[config.mk]
export PLATFORM = sky130hd
export DESIGN_NAME = mul_div_unit
export DESIGN_NICKNAME = d
export VERILOG_FILES = /design/src/rtl/mul_div_unit_pkg.sv /design/src/rtl/mdu_negate.sv /design/src/rtl/mul_div_unit.sv
export SDC_FILE = /design/constraint.sdc
export NUM_CORES = 1
export LEC_CHECK = 0
export BUFFER_PORTS_ARGS = -buffer_cell sky130_fd_sc_hd__buf_2
export CAP_MARGIN = 15
export CORE_MARGIN = 2
export CORE_UTILIZATION = 45
export DETAILED_ROUTE_END_ITERATION = 8
export HOLD_SLACK_MARGIN = 0.1
export SLEW_MARGIN = 20
export SYNTH_ARGS = -nofsm -noshare
export SYNTH_HDL_FRONTEND = slang
export SYNTH_SLANG_ARGS = --single-unit
[constraint.sdc]
create_clock -name clk -period 4.2 [get_ports clk]
set_input_delay 0.42 -clock clk [delete_from_list [all_inputs] [get_ports clk]]
set_output_delay 0.42 -clock clk [all_outputs]
set_load 0.05 [all_outputs]
[src/rtl/mul_div_unit_pkg.sv]
// Shared op and state encodings for the multi-cycle CPU multiply/divide path.
// The control FSM decodes the same op values when it launches an MDU operation.
package mcpu_defs;

   typedef enum logic [1:0] {
      MDU_MULT  = 2'b00,
      MDU_MULTU = 2'b01,
      MDU_DIV   = 2'b10,
      MDU_DIVU  = 2'b11
   } mdu_op_e;

   typedef enum logic [1:0] {
      ST_IDLE = 2'b00,
      ST_CALC = 2'b01,
      ST_FIX  = 2'b10,
      ST_DONE = 2'b11
   } mdu_state_e;

   function automatic logic mdu_is_signed(input mdu_op_e o);
      return (o == MDU_MULT) || (o == MDU_DIV);
   endfunction

   function automatic logic mdu_is_div(input mdu_op_e o);
      return (o == MDU_DIV) || (o == MDU_DIVU);
   endfunction

endpackage

[src/rtl/mdu_negate.sv]
// Conditional two's-complement: passes val_i through, or its negation when en_i is set.
module mdu_negate #(
   parameter int WIDTH = 32
) (
   input  logic             en_i,
   input  logic [WIDTH-1:0] val_i,
   output logic [WIDTH-1:0] val_o
);

   assign val_o = en_i ? (~val_i + 1'b1) : val_i;

endmodule

[src/rtl/mul_div_unit.sv]
// Iterative radix-2 multiply / restoring divide. Works on operand magnitudes and
// applies the result signs in FIX; done is a one-cycle HI/LO load enable.
//
//   state | meaning
//   IDLE  | waiting for start; latches magnitudes, sign flags, zero-divisor flag
//   CALC  | WIDTH iterations of shift-add or shift-subtract
//   FIX   | applies sign fix-up, loads hi/lo, raises done for the next cycle
//   DONE  | done pulse; start ignored here
module mul_div_unit
   import mcpu_defs::*;
#(
   parameter int WIDTH = 32
) (
   input  logic             clk,
   input  logic             rst,
   input  logic             start,
   input  logic [1:0]       op,
   input  logic [WIDTH-1:0] a,
   input  logic [WIDTH-1:0] b,
   output logic             busy,
   output logic             done,
   output logic [WIDTH-1:0] hi,
   output logic [WIDTH-1:0] lo,
   output logic             div0
);

   localparam int CW = $clog2(WIDTH);

   mdu_state_e         state_q;
   logic [2*WIDTH-1:0] acc_q, acc_d;
   logic [WIDTH-1:0]   rem_q, rem_d;
   logic [WIDTH-1:0]   dvs_q;
   logic [WIDTH-1:0]   hi_q, lo_q;
   logic [CW-1:0]      cnt_q;
   logic               is_div_q, dz_q, neg_res_q, neg_rem_q;
   logic               busy_q, done_q, div0_q;

   logic               in_signed, in_div, b_zero;
   logic [WIDTH-1:0]   a_mag, b_mag;
   logic [2*WIDTH-1:0] prod_fix;
   logic [WIDTH-1:0]   quo_fix, rem_fix;
   logic [WIDTH:0]     sum, shifted, diff;

   assign in_signed = mdu_is_signed(mdu_op_e'(op));
   assign in_div    = mdu_is_div(mdu_op_e'(op));
   assign b_zero    = (b == '0);

   mdu_negate #(.WIDTH(WIDTH)) u_neg_a (
      .en_i(in_signed & a[WIDTH-1]), .val_i(a), .val_o(a_mag));
   mdu_negate #(.WIDTH(WIDTH)) u_neg_b (
      .en_i(in_signed & b[WIDTH-1]), .val_i(b), .val_o(b_mag));
   mdu_negate #(.WIDTH(2*WIDTH)) u_neg_prod (
      .en_i(neg_res_q), .val_i(acc_q), .val_o(prod_fix));
   mdu_negate #(.WIDTH(WIDTH)) u_neg_quo (
      .en_i(neg_res_q), .val_i(acc_q[WIDTH-1:0]), .val_o(quo_fix));
   mdu_negate #(.WIDTH(WIDTH)) u_neg_rem (
      .en_i(neg_rem_q), .val_i(rem_q), .val_o(rem_fix));

   // acc low half holds the multiplier (mul) or the dividend shifting into the quotient (div)
   always_comb begin
      acc_d   = acc_q;
      rem_d   = rem_q;
      sum     = '0;
      shifted = '0;
      diff    = '0;
      if (is_div_q) begin
         shifted = {rem_q, acc_q[WIDTH-1]};
         diff    = shifted - {1'b0, dvs_q};
         rem_d   = diff[WIDTH] ? shifted[WIDTH-1:0] : diff[WIDTH-1:0];
         acc_d   = {acc_q[2*WIDTH-1:WIDTH], acc_q[WIDTH-2:0], ~diff[WIDTH]};
      end else begin
         sum   = {1'b0, acc_q[2*WIDTH-1:WIDTH]}
               + (acc_q[0] ? {1'b0, dvs_q} : {(WIDTH+1){1'b0}});
         acc_d = {sum, acc_q[WIDTH-1:1]};
      end
   end

   always_ff @(posedge clk) begin
      if (rst) begin
         state_q   <= ST_IDLE;
         acc_q     <= '0;
         rem_q     <= '0;
         dvs_q     <= '0;
         hi_q      <= '0;
         lo_q      <= '0;
         cnt_q     <= '0;
         is_div_q  <= 1'b0;
         dz_q      <= 1'b0;
         neg_res_q <= 1'b0;
         neg_rem_q <= 1'b0;
         busy_q    <= 1'b0;
         done_q    <= 1'b0;
         div0_q    <= 1'b0;
      end else begin
         done_q <= 1'b0;
         case (state_q)
            ST_IDLE: begin
               if (start) begin
                  is_div_q  <= in_div;
                  dz_q      <= in_div & b_zero;
                  neg_res_q <= in_signed & (a[WIDTH-1] ^ b[WIDTH-1]);
                  neg_rem_q <= in_signed & a[WIDTH-1];
                  dvs_q     <= b_mag;
                  rem_q     <= '0;
                  cnt_q     <= '0;
                  div0_q    <= 1'b0;
                  busy_q    <= 1'b1;
                  // a zero divisor skips iteration; the raw dividend is kept for hi
                  if (in_div & b_zero) begin
                     acc_q   <= {{WIDTH{1'b0}}, a};
                     state_q <= ST_FIX;
                  end else begin
                     acc_q   <= {{WIDTH{1'b0}}, a_mag};
                     state_q <= ST_CALC;
                  end
               end
            end
            ST_CALC: begin
               acc_q <= acc_d;
               rem_q <= rem_d;
               cnt_q <= cnt_q + 1'b1;
               if (cnt_q == CW'(WIDTH-1)) state_q <= ST_FIX;
            end
            ST_FIX: begin
               busy_q  <= 1'b0;
               done_q  <= 1'b1;
               div0_q  <= dz_q;
               state_q <= ST_DONE;
               if (dz_q) begin
                  hi_q <= acc_q[WIDTH-1:0];
                  lo_q <= '1;
               end else if (is_div_q) begin
                  hi_q <= rem_fix;
                  lo_q <= quo_fix;
               end else begin
                  {hi_q, lo_q} <= prod_fix;
               end
            end
            ST_DONE: state_q <= ST_IDLE;
            default: state_q <= ST_IDLE;
         endcase
      end
   end

   assign busy = busy_q;
   assign done = done_q;
   assign hi   = hi_q;
   assign lo   = lo_q;
   assign div0 = div0_q;

endmodule
==> metrics, run 1 <==
Synth area leader=dfxtp_1; CP max-delay cell=or3_1; CTS tree=done; slowest stage delay, CP=roughly 500 ps; worst clock skew=11.0 ps; Primary FF master, synth=dfxtp_1; WL final=53,200 um; Total Power=10.6 mW; Slew Limit Fails=0; port bufs=135; pin count of the biggest net entering global routing=93; post-synthesis mux area share=0.0240; hold slack=~180 ps; Area contributors post-synth=dfxtp_1 (27%), xnor2_1 (6.9%), ha_1 (5.9%); post-synthesis sequential area ratio=0.266; Cell Pwr Density=600 nW/um^2; syn_nets=2,201; Synth Area in XOR/XNOR=0.102; DP Area=around 17,000 sq um; Yosys reg bits=approximately 210; I/O Pins=136; Worst Hold Class=input port to flop; number of nets in the layout=approximately 2,300; r2r setup slk=270 ps; outcome=complete, no violations; VDD IR max=425 uV; final worst path period share=0.936; setup TNS=0 ps; Worst setup SP type=flop; Pre-antenna DRT Iters=5; RSZ-0062 raised after global routing=false; diode count=0; Post-Syn Instances=2,057; gr usage total=0.290; Clock Path Buffers=3; Synth cell types=78; Num CTS Buffers=26; drt wl/cell=20.6 um; Routed Antenna Nets=0; vias in the first global route=about 14,000; Worst-Margin Slew=995 ps; Max-Cap Viols=0; Max-slew headroom=0.337; Initial DRC Count=about 1,500; layout cell share with drive strength beyond 1=0.134; area share of the largest cell type after synthesis=0.266; DR vias=approximately 16,000; Static Leak=between 7 and 8 nW; initial antenna violation count=1; final core occ=0.522; CP bufs+invs=2; min Tclk post-route=3930 ps; initial core utilization=0.460; DP Wirelength=approximately 40,000 um; Req. time, crit path=4620 ps; site row count=67; WS Path Type=flop to flop; arrival time worst endpoint=~4400 ps; global-route wire length before repair=slightly above 80,000 um; cell family with most CP delay=compound AO/OA/AOI/OAI gates; Ys Warns=0; Peak Freq=between 200 and 300 MHz; crit-path cells=inv_1 > ha_1 > fa_1 > nand2b_1 > a211oi_1 > o21ai_0 > a211oi_2 > o21ai_1 > a211o_1 > and4_1 > or3_1 > buf_4 > a221o_1; grt total ovfl=0; syn avg cell area=between 7 and 8 sq um; DIE WIDTH=roughly 190 um; area grow syn2layout=13.5%; top cells by instance count after synthesis=nor2_1 (228), nand2_1 (225), dfxtp_1 (206); CP Capture Type=flop; Final Wtd Congestion=0.925; die area=35,900 sq um; crit path max fanout=8; Synth Area in Compound Gates=0.281; setup violators final=0; most frequent cell after synthesis=nor2_1; postcts setup bufs=0; number of synthesized flops with an enable pin=0; asr flop ratio synth=0; final hold violation count=0; Synth Area in Adders=0.0616; largest family of logic cells by synthesized area=compound AO/OA/AOI/OAI gates; # DRC=0; htree depth=1; Root Driver=clkbuf_16; core area=between 30,000 and 40,000 sq um; simple-gate share of the synthesized area=0.210; vias per cell=6.10; Die Span Y=190 um; worst skew pair latency=550 ps; cell area after synthesis=approximately 15,000 sq um; Clock Pin Slew Worst Setup and Hold Paths=60 ps; TritonCTS Sinks=206; finished layout cell area=17,600 sq um
[where the power goes]
part / leakage [nW] / total, mW / switching, mW / internal [mW]
Sequential: 1.68 / 2.93 / 0.514 / 2.42
Clock: 0.477 / 2.49 / 0.910 / 1.58
Combinational: 5.00 / 5.13 / 3.49 / 1.64
[worst register-to-register path, cell delays in order (launching register included)]
cell,delay [ps]
dfxtp_1,330
inv_1,60
ha_1,230
fa_1,400
nand2b_1,180
a211oi_1,300
o21ai_0,220
a211oi_2,390
o21ai_1,170
a211o_1,300
and4_1,200
or3_1,490
buf_4,220
a221o_1,340
[state kept, by name, summed over array words and instances, names as in the netlist]
name and cells:
cnt_q 5, lo 32, dvs_q 32, rem_q 32, hi 32, is_div_q 1, acc_q 64, neg_rem_q 1
neg_res_q 1, dz_q 1, busy 1, div0 1, done 1, state_q 2
[cell families after synthesis]
logic type                 Yosys count
DFF                                206
xor gates and xnor gates           181
adders and majority gates           75
muxes                               37
and+or+nand+nor                    693
buffers and inverters              224
AOI/OAI and AO/OA                  641
[placed cells by master, fill, tap and decap left out, types with 39 or more instances in the layout]
master	instances
o21ai_0	93
buf_2	134
ha_1	71
nand2_1	224
buf_4	53
o31ai_1	39
o211ai_1	39
a211oi_1	57
inv_1	71
xor2_1	59
a21oi_1	143
dfxtp_1	204
xnor2_1	122
nor2_1	227
[metal layers]
metal | track usage | up-vias | part of all wire
li1 | - | 7633 | -
met5 | 0 | - | 0
met1 | 0.418 | 7481 | 0.47
met2 | 0.454 | 603 | 0.43
met4 | 0.0760 | 0 | 0.027
met3 | 0.0361 | 84 | 0.074
[per-stage QoR]
| step | worst slack (ps) | cells |
|---|---|---|
| after floorplan | 317 | 2057 |
| after global placement | 229 | 2542 |
| after detailed placement | 179 | 2542 |
| after CTS | 126 | 2589 |
| after global routing | 63.6 | 2589 |
| final | 269 | 2589 |
[layout make-up]
type,count,area [sq um]
Multi-Input combinational cell,1627,10600
Inverter,73,274
Clock buffer,35,766
Timing Repair Buffer,188,1090
Fill cell,3339,16100
Clock inverter,12,189
Tap cell,448,561
Sequential cell,206,4130
[final timing paths]
path                               start                endpoint  cells past startpoint
hold / removal                      b[1]   dvs_q[1]$_SDFFE_PP0P_                      3
hold reg to reg   dvs_q[31]$_SDFFE_PP0P_  dvs_q[31]$_SDFFE_PP0P_                      2
setup reg to reg  acc_q[31]$_SDFFE_PP0P_  rem_q[28]$_SDFFE_PP0P_                     13
setup / recovery  acc_q[31]$_SDFFE_PP0P_  rem_q[28]$_SDFFE_PP0P_                     13
[repair_timing]
item                                    4_1_cts  5_1_grt
endpoints found under the setup margin        0       17
gates resized for setup                       0        1
hold buffers                                  0        0
Note: power is estimated with default switching activity, not from simulation.
==> inputs of run 2 (changes only) <==
- CORE_UTILIZATION: 45 -> 32
==> metrics, run 2 (same netlist as run 1, synthesis figures left out) <==
outcome=complete, no violations; WS Path Type=flop to flop; arrival time worst endpoint=4390 ps; crit-path cells=inv_1 > ha_1 > fa_1 > nand2b_1 > a211oi_1 > o21ai_0 > a211oi_2 > o21ai_1 > a211o_1 > and4_1 > or3_1 > buf_4 > a221o_1; final cell count without fillers=2,735; final worst path period share=0.945; Root Driver=clkbuf_16; vias per cell=5.76; min Tclk post-route=3970 ps; setup TNS=0 ps; RSZ-0062 raised after global routing=false; DIE WIDTH=224 um; Num CTS Buffers=25; global-route wire length before repair=83,300 um; Slew Limit Fails=0; VDD IR max=between 200 and 300 uV; area grow syn2layout=13.3%; htree depth=1; Static Leak=7.02 nW; Pre-antenna DRT Iters=7; Switching Power=roughly 4.9 mW; Max-slew headroom=0.304; die area=50,200 sq um; final hold violation count=0; Worst setup SP type=flop; core area=around 48,000 sq um; DP Wirelength=40,500 um; commonest non-fill, non-tap cell in the layout=nor2_1; Max-Cap Viols=0; # hold bufs at CTS=0; TritonCTS Sinks=about 200; worst clock skew=22.4 ps; DR vias=15,700; GR Util met2=0.313; Final Wtd Congestion=0.934; initial antenna violation count=0; CP Capture Type=flop; busiest metal layer after global routing=met2; vias in the first global route=about 14,000; Routed Antenna Nets=0; Logic pwr share=0.489; placed cells=2,692; site row count=80; worst skew pair latency=560 ps; grt total ovfl=0; number of nets in the layout=2,248; most frequent cells in the layout=nor2_1 (228), nand2_1 (224), dfxtp_1 (204); setup violators final=0; WL final=53,800 um; CTS tree=done; port bufs=between 100 and 150; Req. time, crit path=4620 ps; CP bufs+invs=2; gr usage total=0.208; crit path max fanout=20; met3 Usage GRT=0.0274; # DRC=0; Initial DRC Count=1,290; Switching Share=0.478; clock share of power=0.222; cell family with most CP delay=compound AO/OA/AOI/OAI gates; Clock Path Buffers=3; pin count of the biggest net entering global routing=103; Clock Pin Slew Worst Setup and Hold Paths=60 ps; Cell Pwr Density=589 nW/um^2; sequential fraction of design power=0.289; Pint=5.39 mW; Largest Register=acc_q; initial core utilization=0.324; Peak Freq=252 MHz; CP max-delay cell=fa_1; Worst Hold Class=input port to flop; layout cell share with drive strength beyond 1=0.124; slowest stage delay, CP=420 ps; drt wl/cell=slightly below 20 um; Worst-Margin Slew=1040 ps; met1 usage=0.302; max reg flops=64; Die Span Y=224 um; I/O Pins=~140
==> run 2: cell types whose count changed in the layout (fill, tap and decap cells not counted), sizes merged <==
| cell | before | now |
|---|---|---|
| diode | 0 | 1 |
| buf | 188 | 171 |
| bufinv | 5 | 3 |
| inv | 72 | 73 |
| clkinv | 8 | 6 |
| clkbuf | 35 | 33 |
==> run 2: cell type report <==
class	instances	area, sq um
multi-input cells	1627	10600
well taps	615	769
clock inverters	9	131
repair buffers	171	952
fillers	4965	30200
clock buffers	33	716
flip-flops and latches	206	4130
diodes	1	2.50
inverters	73	274
==> run 2: final timing paths <==
kind / startpoint / endpoint / slack (ps) / cells after the start
worst max register to register: acc_q[31]$_SDFFE_PP0P_ / rem_q[12]$_SDFFE_PP0P_ / 230 / 13
worst min-delay path: b[23] / dvs_q[23]$_SDFFE_PP0P_ / 180 / 3
worst max-delay path: acc_q[31]$_SDFFE_PP0P_ / rem_q[12]$_SDFFE_PP0P_ / 230 / 13
worst min register to register: dvs_q[31]$_SDFFE_PP0P_ / dvs_q[31]$_SDFFE_PP0P_ / 450 / 2
==> run 2: stage by stage <==
step	power [mW]	cell area, sq um	utilization	hold WS, ps	worst slack, ps
after global placement	7.94	16700	0.349	441	225
final	10.3	17500	0.367	184	233
after global routing	10.9	17500	0.367	178	29.9
after floorplan	6.51	15500	-	432	317
after CTS	10.3	17500	0.367	161	133
after detailed placement	8.01	16700	0.349	448	181
==> run 2: power by group through the flow <==
| stage | Combinational (mW) | Sequential, mW | Clock, mW |
|---|---|---|---|
| after floorplan | 3.04 | 3.47 | 0 |
| after global placement | 4.93 | 3.01 | 0 |
| after detailed placement | 4.98 | 3.02 | 0 |
| after CTS | 5.00 | 2.98 | 2.33 |
| after global routing | 5.48 | 3.05 | 2.40 |
| final | 5.05 | 2.99 | 2.30 |
==> run 2: routing by layer <==
metal / vias to the layer above / part of all wire
met3: 89 / 0.074
met2: 598 / 0.42
met5: - / 0
met4: 0 / 0.037
met1: 7465 / 0.47
li1: 7591 / -
==> run 2: what timing repair did <==
item | in CTS | in global routing
gates resized for setup | 0 | 1
buffers inserted | 0 | 0
setup endpoints to repair | 0 | 18
==> run 2: worst reg2reg max path, cell delays in order, from the launching register on <==
cell and delay (ps):
dfxtp_1 340, inv_1 60, ha_1 230, fa_1 420, nand2b_1 190, a211oi_1 310
o21ai_0 210, a211oi_2 330, o21ai_1 170, a211o_1 380, and4_1 230, or3_1 410
buf_4 230, a221o_1 350
